`config.mk`:
```
export PLATFORM = sky130hd
export DESIGN_NAME = dmem_mmio
export DESIGN_NICKNAME = d
export VERILOG_FILES = /design/src/rtl/dmem_mmio.sv
export SDC_FILE = /design/constraint.sdc
export NUM_CORES = 2
export LEC_CHECK = 0
export CORE_AREA = 4 4 416 418
export DETAILED_ROUTE_END_ITERATION = 8
export DIE_AREA = 0 0 420 422
export PLACE_DENSITY = 0.68
export SYNTH_ARGS = -nofsm -noshare
export SYNTH_HDL_FRONTEND = slang
export SYNTH_SLANG_ARGS = --single-unit
```
`constraint.sdc`:
```
create_clock -name clk -period 7.1 [get_ports clk]
set_input_delay 2.13 -clock clk [delete_from_list [all_inputs] [get_ports clk]]
set_output_delay 2.13 -clock clk [all_outputs]
set_load 0.02 [all_outputs]
```
`src/rtl/dmem_mmio.sv`:
```
`default_nettype none
// +----------------------------------------------------------------------------+
// | Module   : dmem_mmio                                                       |
// | Purpose  : Data-side memory responder for the core's M-stage port. Word    |
// |            RAM plus a 256-byte peripheral page holding an LED register, a  |
// |            free-running cycle counter and a byte TX FIFO drained over a    |
// |            valid/ready handshake. Load data is returned combinationally.   |
// | Ports    : clk, rst (sync, active-high)                                    |
// |            addr[31:0], wdata[31:0], we  - core request                     |
// |            rdata[31:0]                  - load data (combinational)        |
// |            led[15:0]                    - LED register                     |
// |            tx_data[7:0], tx_valid, tx_ready - FIFO drain port              |
// |            bus_err                      - sticky unmapped-access flag      |
// | Options  : DMEM_MMIO_BUSERR_EN - enables the bus_err flag; when undefined  |
// |            bus_err is tied 0 and STATUS[3] reads 0.                        |
// | Revision : 1.0 - initial release                                           |
// +----------------------------------------------------------------------------+
module dmem_mmio #(
  parameter int unsigned WORDS      = 64,
  parameter int unsigned FIFO_DEPTH = 8,
  parameter logic [31:0] MMIO_BASE  = 32'hFFFF_FF00
) (
  input  logic        clk,
  input  logic        rst,
  input  logic [31:0] addr,
  input  logic [31:0] wdata,
  input  logic        we,
  output logic [31:0] rdata,
  output logic [15:0] led,
  output logic [7:0]  tx_data,
  output logic        tx_valid,
  input  logic        tx_ready,
  output logic        bus_err
);

  localparam int unsigned     c_aw        = $clog2(WORDS);
  localparam int unsigned     c_pw        = $clog2(FIFO_DEPTH);
  localparam int unsigned     c_cw        = c_pw + 1;
  localparam logic [c_cw-1:0] c_full      = c_cw'(FIFO_DEPTH);
  localparam logic [31:0]     c_ram_bytes = 32'(WORDS * 4);
  localparam logic [5:0]      c_off_led    = 6'h00;
  localparam logic [5:0]      c_off_cycle  = 6'h01;
  localparam logic [5:0]      c_off_txdata = 6'h02;
  localparam logic [5:0]      c_off_status = 6'h03;

  // Address decode (byte lanes ignored: word accesses only)
  logic            is_ram;
  logic            is_mmio;
  logic [c_aw-1:0] ram_idx;
  logic [5:0]      mmio_off;

  assign is_ram   = addr < c_ram_bytes;
  assign is_mmio  = !is_ram && (addr[31:8] == MMIO_BASE[31:8]);
  assign ram_idx  = addr[c_aw+1:2];
  assign mmio_off = addr[7:2];

  logic led_wr;
  logic push_req;
  logic status_wr;

  assign led_wr    = we && is_mmio && (mmio_off == c_off_led);
  assign push_req  = we && is_mmio && (mmio_off == c_off_txdata);
  assign status_wr = we && is_mmio && (mmio_off == c_off_status);

  // State
  logic [15:0]     led_q,    led_d;
  logic [31:0]     cycle_q,  cycle_d;
  logic [c_pw-1:0] rd_ptr_q, rd_ptr_d;
  logic [c_pw-1:0] wr_ptr_q, wr_ptr_d;
  logic [c_cw-1:0] count_q,  count_d;
  logic            ovf_q,    ovf_d;

  logic [31:0] mem_q  [WORDS];
  logic [7:0]  fifo_q [FIFO_DEPTH];

  logic fifo_empty;
  logic fifo_full;
  logic pop;
  logic push;

  assign fifo_empty = (count_q == '0);
  assign fifo_full  = (count_q == c_full);
  assign pop        = !fifo_empty && tx_ready;
  // A push into a full FIFO is still accepted when the head leaves in the same cycle.
  assign push       = push_req && (!fifo_full || pop);

  // Storage arrays: no reset; FIFO contents become unreachable once the pointers reset.
  always_ff @(posedge clk) begin
    if (we && is_ram) begin
      mem_q[ram_idx] <= wdata;
    end
    if (push) begin
      fifo_q[wr_ptr_q] <= wdata[7:0];
    end
  end

  always_comb begin
    led_d    = led_q;
    cycle_d  = cycle_q + 32'd1;
    rd_ptr_d = rd_ptr_q;
    wr_ptr_d = wr_ptr_q;
    count_d  = count_q;
    ovf_d    = ovf_q;
    if (led_wr) begin
      led_d = wdata[15:0];
    end
    if (pop) begin
      rd_ptr_d = rd_ptr_q + c_pw'(1);
    end
    if (push) begin
      wr_ptr_d = wr_ptr_q + c_pw'(1);
    end
    case ({push, pop})
      2'b10:   count_d = count_q + c_cw'(1);
      2'b01:   count_d = count_q - c_cw'(1);
      default: count_d = count_q;
    endcase
    // Clear first so a simultaneous set wins.
    if (status_wr && wdata[2]) begin
      ovf_d = 1'b0;
    end
    if (push_req && fifo_full && !pop) begin
      ovf_d = 1'b1;
    end
  end

  always_ff @(posedge clk) begin
    if (rst) begin
      led_q    <= 16'd0;
      cycle_q  <= 32'd0;
      rd_ptr_q <= '0;
      wr_ptr_q <= '0;
      count_q  <= '0;
      ovf_q    <= 1'b0;
    end else begin
      led_q    <= led_d;
      cycle_q  <= cycle_d;
      rd_ptr_q <= rd_ptr_d;
      wr_ptr_q <= wr_ptr_d;
      count_q  <= count_d;
      ovf_q    <= ovf_d;
    end
  end

`ifdef DMEM_MMIO_BUSERR_EN
  logic bus_err_q, bus_err_d;

  // Stores to unmapped space always flag; loads flag unless addr is 0,
  // which is how an idle core port presents itself.
  always_comb begin
    bus_err_d = bus_err_q;
    if (status_wr && wdata[3]) begin
      bus_err_d = 1'b0;
    end
    if (!is_ram && !is_mmio && (we || (addr != 32'd0))) begin
      bus_err_d = 1'b1;
    end
  end

  always_ff @(posedge clk) begin
    if (rst) begin
      bus_err_q <= 1'b0;
    end else begin
      bus_err_q <= bus_err_d;
    end
  end

  assign bus_err = bus_err_q;
`else
  assign bus_err = 1'b0;
`endif

  // Load path: pure function of addr and current state.
  always_comb begin
    rdata = 32'd0;
    if (is_ram) begin
      rdata = mem_q[ram_idx];
    end else if (is_mmio) begin
      case (mmio_off)
        c_off_led:    rdata = {16'd0, led_q};
        c_off_cycle:  rdata = cycle_q;
        c_off_status: rdata = {19'd0, 5'(count_q), 4'd0, bus_err, ovf_q, fifo_full, fifo_empty};
        default:      rdata = 32'd0;
      endcase
    end
  end

  assign led      = led_q;
  assign tx_valid = !fifo_empty;
  assign tx_data  = fifo_q[rd_ptr_q];

endmodule
`default_nettype wire

```
---- Word-level counts from Yosys, hierarchy flattened ----
Memory sizes are Yosys's and may differ from the RTL's. A register that Yosys moved wholly into a read port is not among the register bits.
Cells that the tools add are included.
word-level totals
  register bits ........................... 59
  memory bits (writable) .................. 2112
  input port bits ......................... 68
  output and inout bits ................... 58
  logic and storage cells ................. 53
  memories ................................ 2
memories
  memory  depth  bits a word  rd ports  clocked after memory_dff  wr ports  line  text
  mem_q   64     32           1         0                         1         73    logic [31:0] mem_q [WORDS];
  fifo_q  8      8            1         1                         1         74    logic [7:0] fifo_q [FIFO_DEPTH];
operators by class
  $add $sub $neg .......................... 5
  magnitude comparators ................... 1
  equal/unequal tests ..................... 7
  mux-type cells .......................... 12
  reductions and logical operators ........ 20
operator list
  operator                 number
  $pmux W32 S3             1
  $mux W32                 2
  $add A32 B1 Y32 const B  1
  $lt A32 B9 Y1 const B    1
  $eq A24 B24 Y1 const B   1
  $eq A6 B2 Y1 const B     2
  $logic_and A1 B1 Y1      11
  $pmux W4 S2              1
  $add A3 B1 Y3 const B    2
  $eq A6 B1 Y1 const B     1
  $logic_not A6 Y1         1
  $mux W1                  6
  $mux W3                  2
  $add A4 B1 Y4 const B    1
  $eq A4 B4 Y1 const B     1
  $logic_not A1 Y1         4
  $logic_not A4 Y1         1
  $reduce_bool A2 Y1       2
  $sub A4 B1 Y4 const B    1
  $eq A2 B1 Y1 const B     1
  $eq A2 B2 Y1 const B     1
  $logic_or A1 B1 Y1       1

---- Depth between registers and ports, before layout ----
  word-level depth ........................ 8
  depth in mapped cells ................... 12
  depth with buffers taken out ............ 10

---- Least setup slack after synthesis ----
OpenSTA, ideal clock, no wires.
  path type ............................... input to register
  from .................................... input port addr[2]
  to ...................................... memory mem_q[17][0], enable pin
  library setup time ...................... 0.502 ns
  data arrival time ....................... 6.699 ns
  required time ........................... 6.598 ns
  setup slack ............................. -0.101 ns
  stages on the path ...................... 10
  path buffers ............................ 8
  cells stage by stage .................... buf_6 clkbuf_4 buf_6 buf_6 buf_4 buf_2 buf_2 nand2_1 clkbuf_1 nor4_1
between the ends
  cells in the longest elaborated chain, start to end .. 4
ends and longest elaborated chain
  item                           line  text
  from (decl)                    25    input logic [31:0] addr,
  $lt A32 B9 Y1                  52    assign is_ram = addr < c_ram_bytes;
  $logic_and A1 B1 Y1            89    if (we && is_ram) begin
  $mux W1                        89
  $mux W1 (implied by the code)  90    mem_q[ram_idx] <= wdata;
  to (decl)                      73
Parallel ways exist; a longest one is shown, timed or not.

---- Final worst setup path ----
  from .................................... input port addr[4]
  to ...................................... output port rdata[20]
between the ends
  cells in the longest elaborated chain, start to end .. 5
  elaborated cells between the ends (all ways) .. 10
  those cells by class .................... order compare (1); eq/ne (2); mux (3); reduce/logical (3); memory (1)
ends and longest elaborated chain
  item                 line  text
  $lt A32 B9 Y1        52
  $logic_not A1 Y1     53    assign is_mmio = !is_ram && (addr[31:8] == MMIO_BASE[31:8]);
  $logic_and A1 B1 Y1  53
  $mux W32             178   end else if (is_mmio) begin
  $mux W32 (*)         176   if (is_ram) begin
  to (decl)            28    output logic [31:0] rdata,
Mark *: on every way between the ends. The rest lies on a longest branch, timed or not.

==> results.toml <==
[status]
outcome = "complete, but fails checks"
violations = "setup timing"

[drt]
wl_met3_um = 41200
routed_wirelength_um = 286000
met2WireLength_um = 127000
wl_per_cell_um = 36.4
vias_per_cell = 6.79
wl_met1_um = 98300
drc = 0
drtAntennaViolNets = 0
drtIter0Drc = 8992
dr.pass1.iters = 8
num_vias = 53300
highest_layer = "met5"

[yosys]
synthesis.nets = 4758
synth-edff-count = 2112
synthFlopType = "edfxtp_1"
yosysSeqAreaShare = 0.767
yosysTopAreaCellShare = 0.752
synth_top_cell_by_area = "edfxtp_1"
synth_warnings = 0
synthArstFlopShare = 0
synth_area_leaders = "edfxtp_1, mux2i_1, mux4_2"
synth_cell_type_count = 70
avgSynthCellArea_um2 = 18.0
netlist_area_um2 = 84300
syn_inst = 4686
ys_ff_latch = 2174

[timing]
fin_crit_sh = 1.02
fin_tns_setup_ns = -0.167
hold_viol = 0
max_freq_mhz = 139
clock-skew-final_ns = 0.0675
period_minus_slack_ns = 7.21
rsz0062_at_grt = "true"
maxSlewViolCount = 0
tightest_slew_ns = 1.32
slew_headroom = 0.121
hold_ws_ns = 0.485
setup_viol = 3
timing.final.ws_setup_ns = -0.111

[final_layout]
nNetsFinal = 5527
syn2layout_area_growth_pct = 20.7
fin_area_um2 = 102000
ff_latch_area_um2 = 64700
post_layout_nonfiller_instances = 7849
multi_input_area_um2 = 19000
fill_cells = 11900
drive_above_1_share = 0.274
post-route-util = 0.602

[power_and_ir_drop]
p_leak_nw = 33.8
powerDensity_nw_per_um2 = 265
vdd_drop_max_mv = 0.243
total_power_mw = 26.9

[grt]
grt_pass1_wl_um = 392000
track_usage = 0.316
grt_pass1_vias = 50900
antenna_found_initial = 10
grt_max_degree = 75
overflow = 0

[setup_path]
r2r_cells = 7
critPathLaunchType = "input pin"
crit_type = "in2out"
crit_path_end = "rdata[20]"
cp_data_arrival_time_ns = 5.08
r2r_setup_slack_ns = 4.18
worst_ep_required_time_ns = 4.97
r2r-end = "cycle_q[31]"
end_kind = "output pin"
r2r-start = "cycle_q[2]"
crit_fanout = 14
crit_path_start = "addr[4]"

[clock_tree]
cts_tree = "done"
clock-sinks = 2174
clkSlewWorstSetupHoldPaths_ns = 0.06
clock_latency_ns = 0.87
htreeDepth = 4
numCtsBuffers = 207
clockBufferDepth = 3
postCtsHoldBufs = 0
root_buffer = "clkbuf_16"

[floorplan]
core-area_um2 = 169000
initial_core_util = 0.499
io_pins = 126
die_w_um = 420
chipHeight_um = 422
rows = 151
die_area_um2 = 177000

[placed_design]
post-place-ws_ns = -0.999
place_hpwl_um = 179000
placed_cell_area_um2 = 94100
dp_cells = 7442
numPortBuffers = 122
gp_congestion = 0.926

[job]
max-cap-violations = 0

[worst_hold_path]
hp-class = "reg2reg"
min_from = "ovf_q"
==> cell families after synthesis <==
family	count (synthesis)	synth area share
buffers and inverters	339	0.0204
adder cells (fa/ha/maj)	4	0.000594
AO/OA/AOI/OAI	959	0.0814
multiplexers	593	0.0939
flip-flops	2174	0.767
AND/OR/NAND/NOR	586	0.0336
other	1	0.0000445
XOR/XNOR	30	0.00312
==> critical path, cell delays in order <==
cell and delay, ns:
buf_16 0.14, buf_12 0.17, buf_4 0.22, nand2_1 0.23, buf_12 0.16, o22ai_1 0.13
o31ai_4 0.42, nand4_1 0.28, nor4_4 0.43, buf_6 0.20, o21ai_0 0.11, buf_4 0.16
clkdlybuf4s15_2 0.24
==> cell type report <==
type	instances	share of cell area
multi-input combinational	2174	0.187
clock inverter	119	0.0115
inverter	5	0.000258
timing repair buffer	893	0.0844
tap	2218	0.0273
antenna	3	0.0000738
sequential	2174	0.636
clock buffer	263	0.0540
==> flip-flops by register name (all words and copies together), names as in the netlist, named ones only <==
| name | cells |
|---|---|
| mem_q | 2048 |
| fifo_q | 64 |
| cycle_q | 32 |
| led | 16 |
| count_q | 4 |
| rd_ptr_q | 3 |
| wr_ptr_q | 3 |
| ovf_q | 1 |
==> how the worst min path moves through the flow <==
stage	endpoint	depth (start not counted)	slack, ns
6_report	ovf_q	2	0.49
5_1_grt	ovf_q	2	0.52
4_1_cts	ovf_q	2	0.48
3_5_place_dp	ovf_q	2	0.47
3_3_place_gp	ovf_q	2	0.47
2_1_floorplan	ovf_q	2	0.45
==> what timing repair did <==
item	4_1_cts	5_1_grt
pin swaps	15	27
setup buffers	12	4
gates cloned	2	5
setup endpoints to repair	31	31
gates resized for setup	140	99
hold endpoints to repair	0	0
==> layout by cell type, fill, tap and decap left out, types with 17 or more instances in the layout <==
cell type,count
edfxtp_1,2112
buf_4,615
mux2i_1,331
clkbuf_16,217
nor2_1,168
a221oi_1,162
a22oi_1,150
mux4_2,147
o21ai_0,129
o22ai_1,118
buf_12,114
a21oi_1,112
mux2_2,106
nand2_1,105
nand3_1,72
dfxtp_1,62
nor4_2,54
clkdlybuf4s50_1,54
clkbuf_1,51
clkinv_1,48
a22o_1,46
buf_2,37
buf_6,36
a211oi_1,33
a221o_1,33
clkinv_2,33
nand4_1,30
nor3_1,22
bufinv_16,20
nor2_4,19
o211ai_1,18
a222oi_1,17
==> synthesized netlist by cell type, types with 107 or more instances <==
cell / n
edfxtp_1: 2112
mux4_2: 147
nor2_1: 192
a22oi_1: 153
clkbuf_1: 139
mux2i_1: 332
mux2_2: 107
a21oi_1: 118
buf_2: 108
a221oi_1: 176
o22ai_1: 123
o21ai_0: 141
nand2_1: 107
==> layer usage <==
layer,vias up,track usage
li1,20900,-
met1,27000,0.424
met2,4494,0.476
met3,863,0.0863
met4,6,0.165
met5,-,0
==> where the power goes <==
group	internal (mW)	switching [mW]	total, mW
sequential	14.1	0.00252	14.1
clock	6.20	4.76	11.0
combinational	0.691	1.20	1.89
total	21.0	5.97	26.9
No activity file was read; power rests on OpenSTA's default activity.
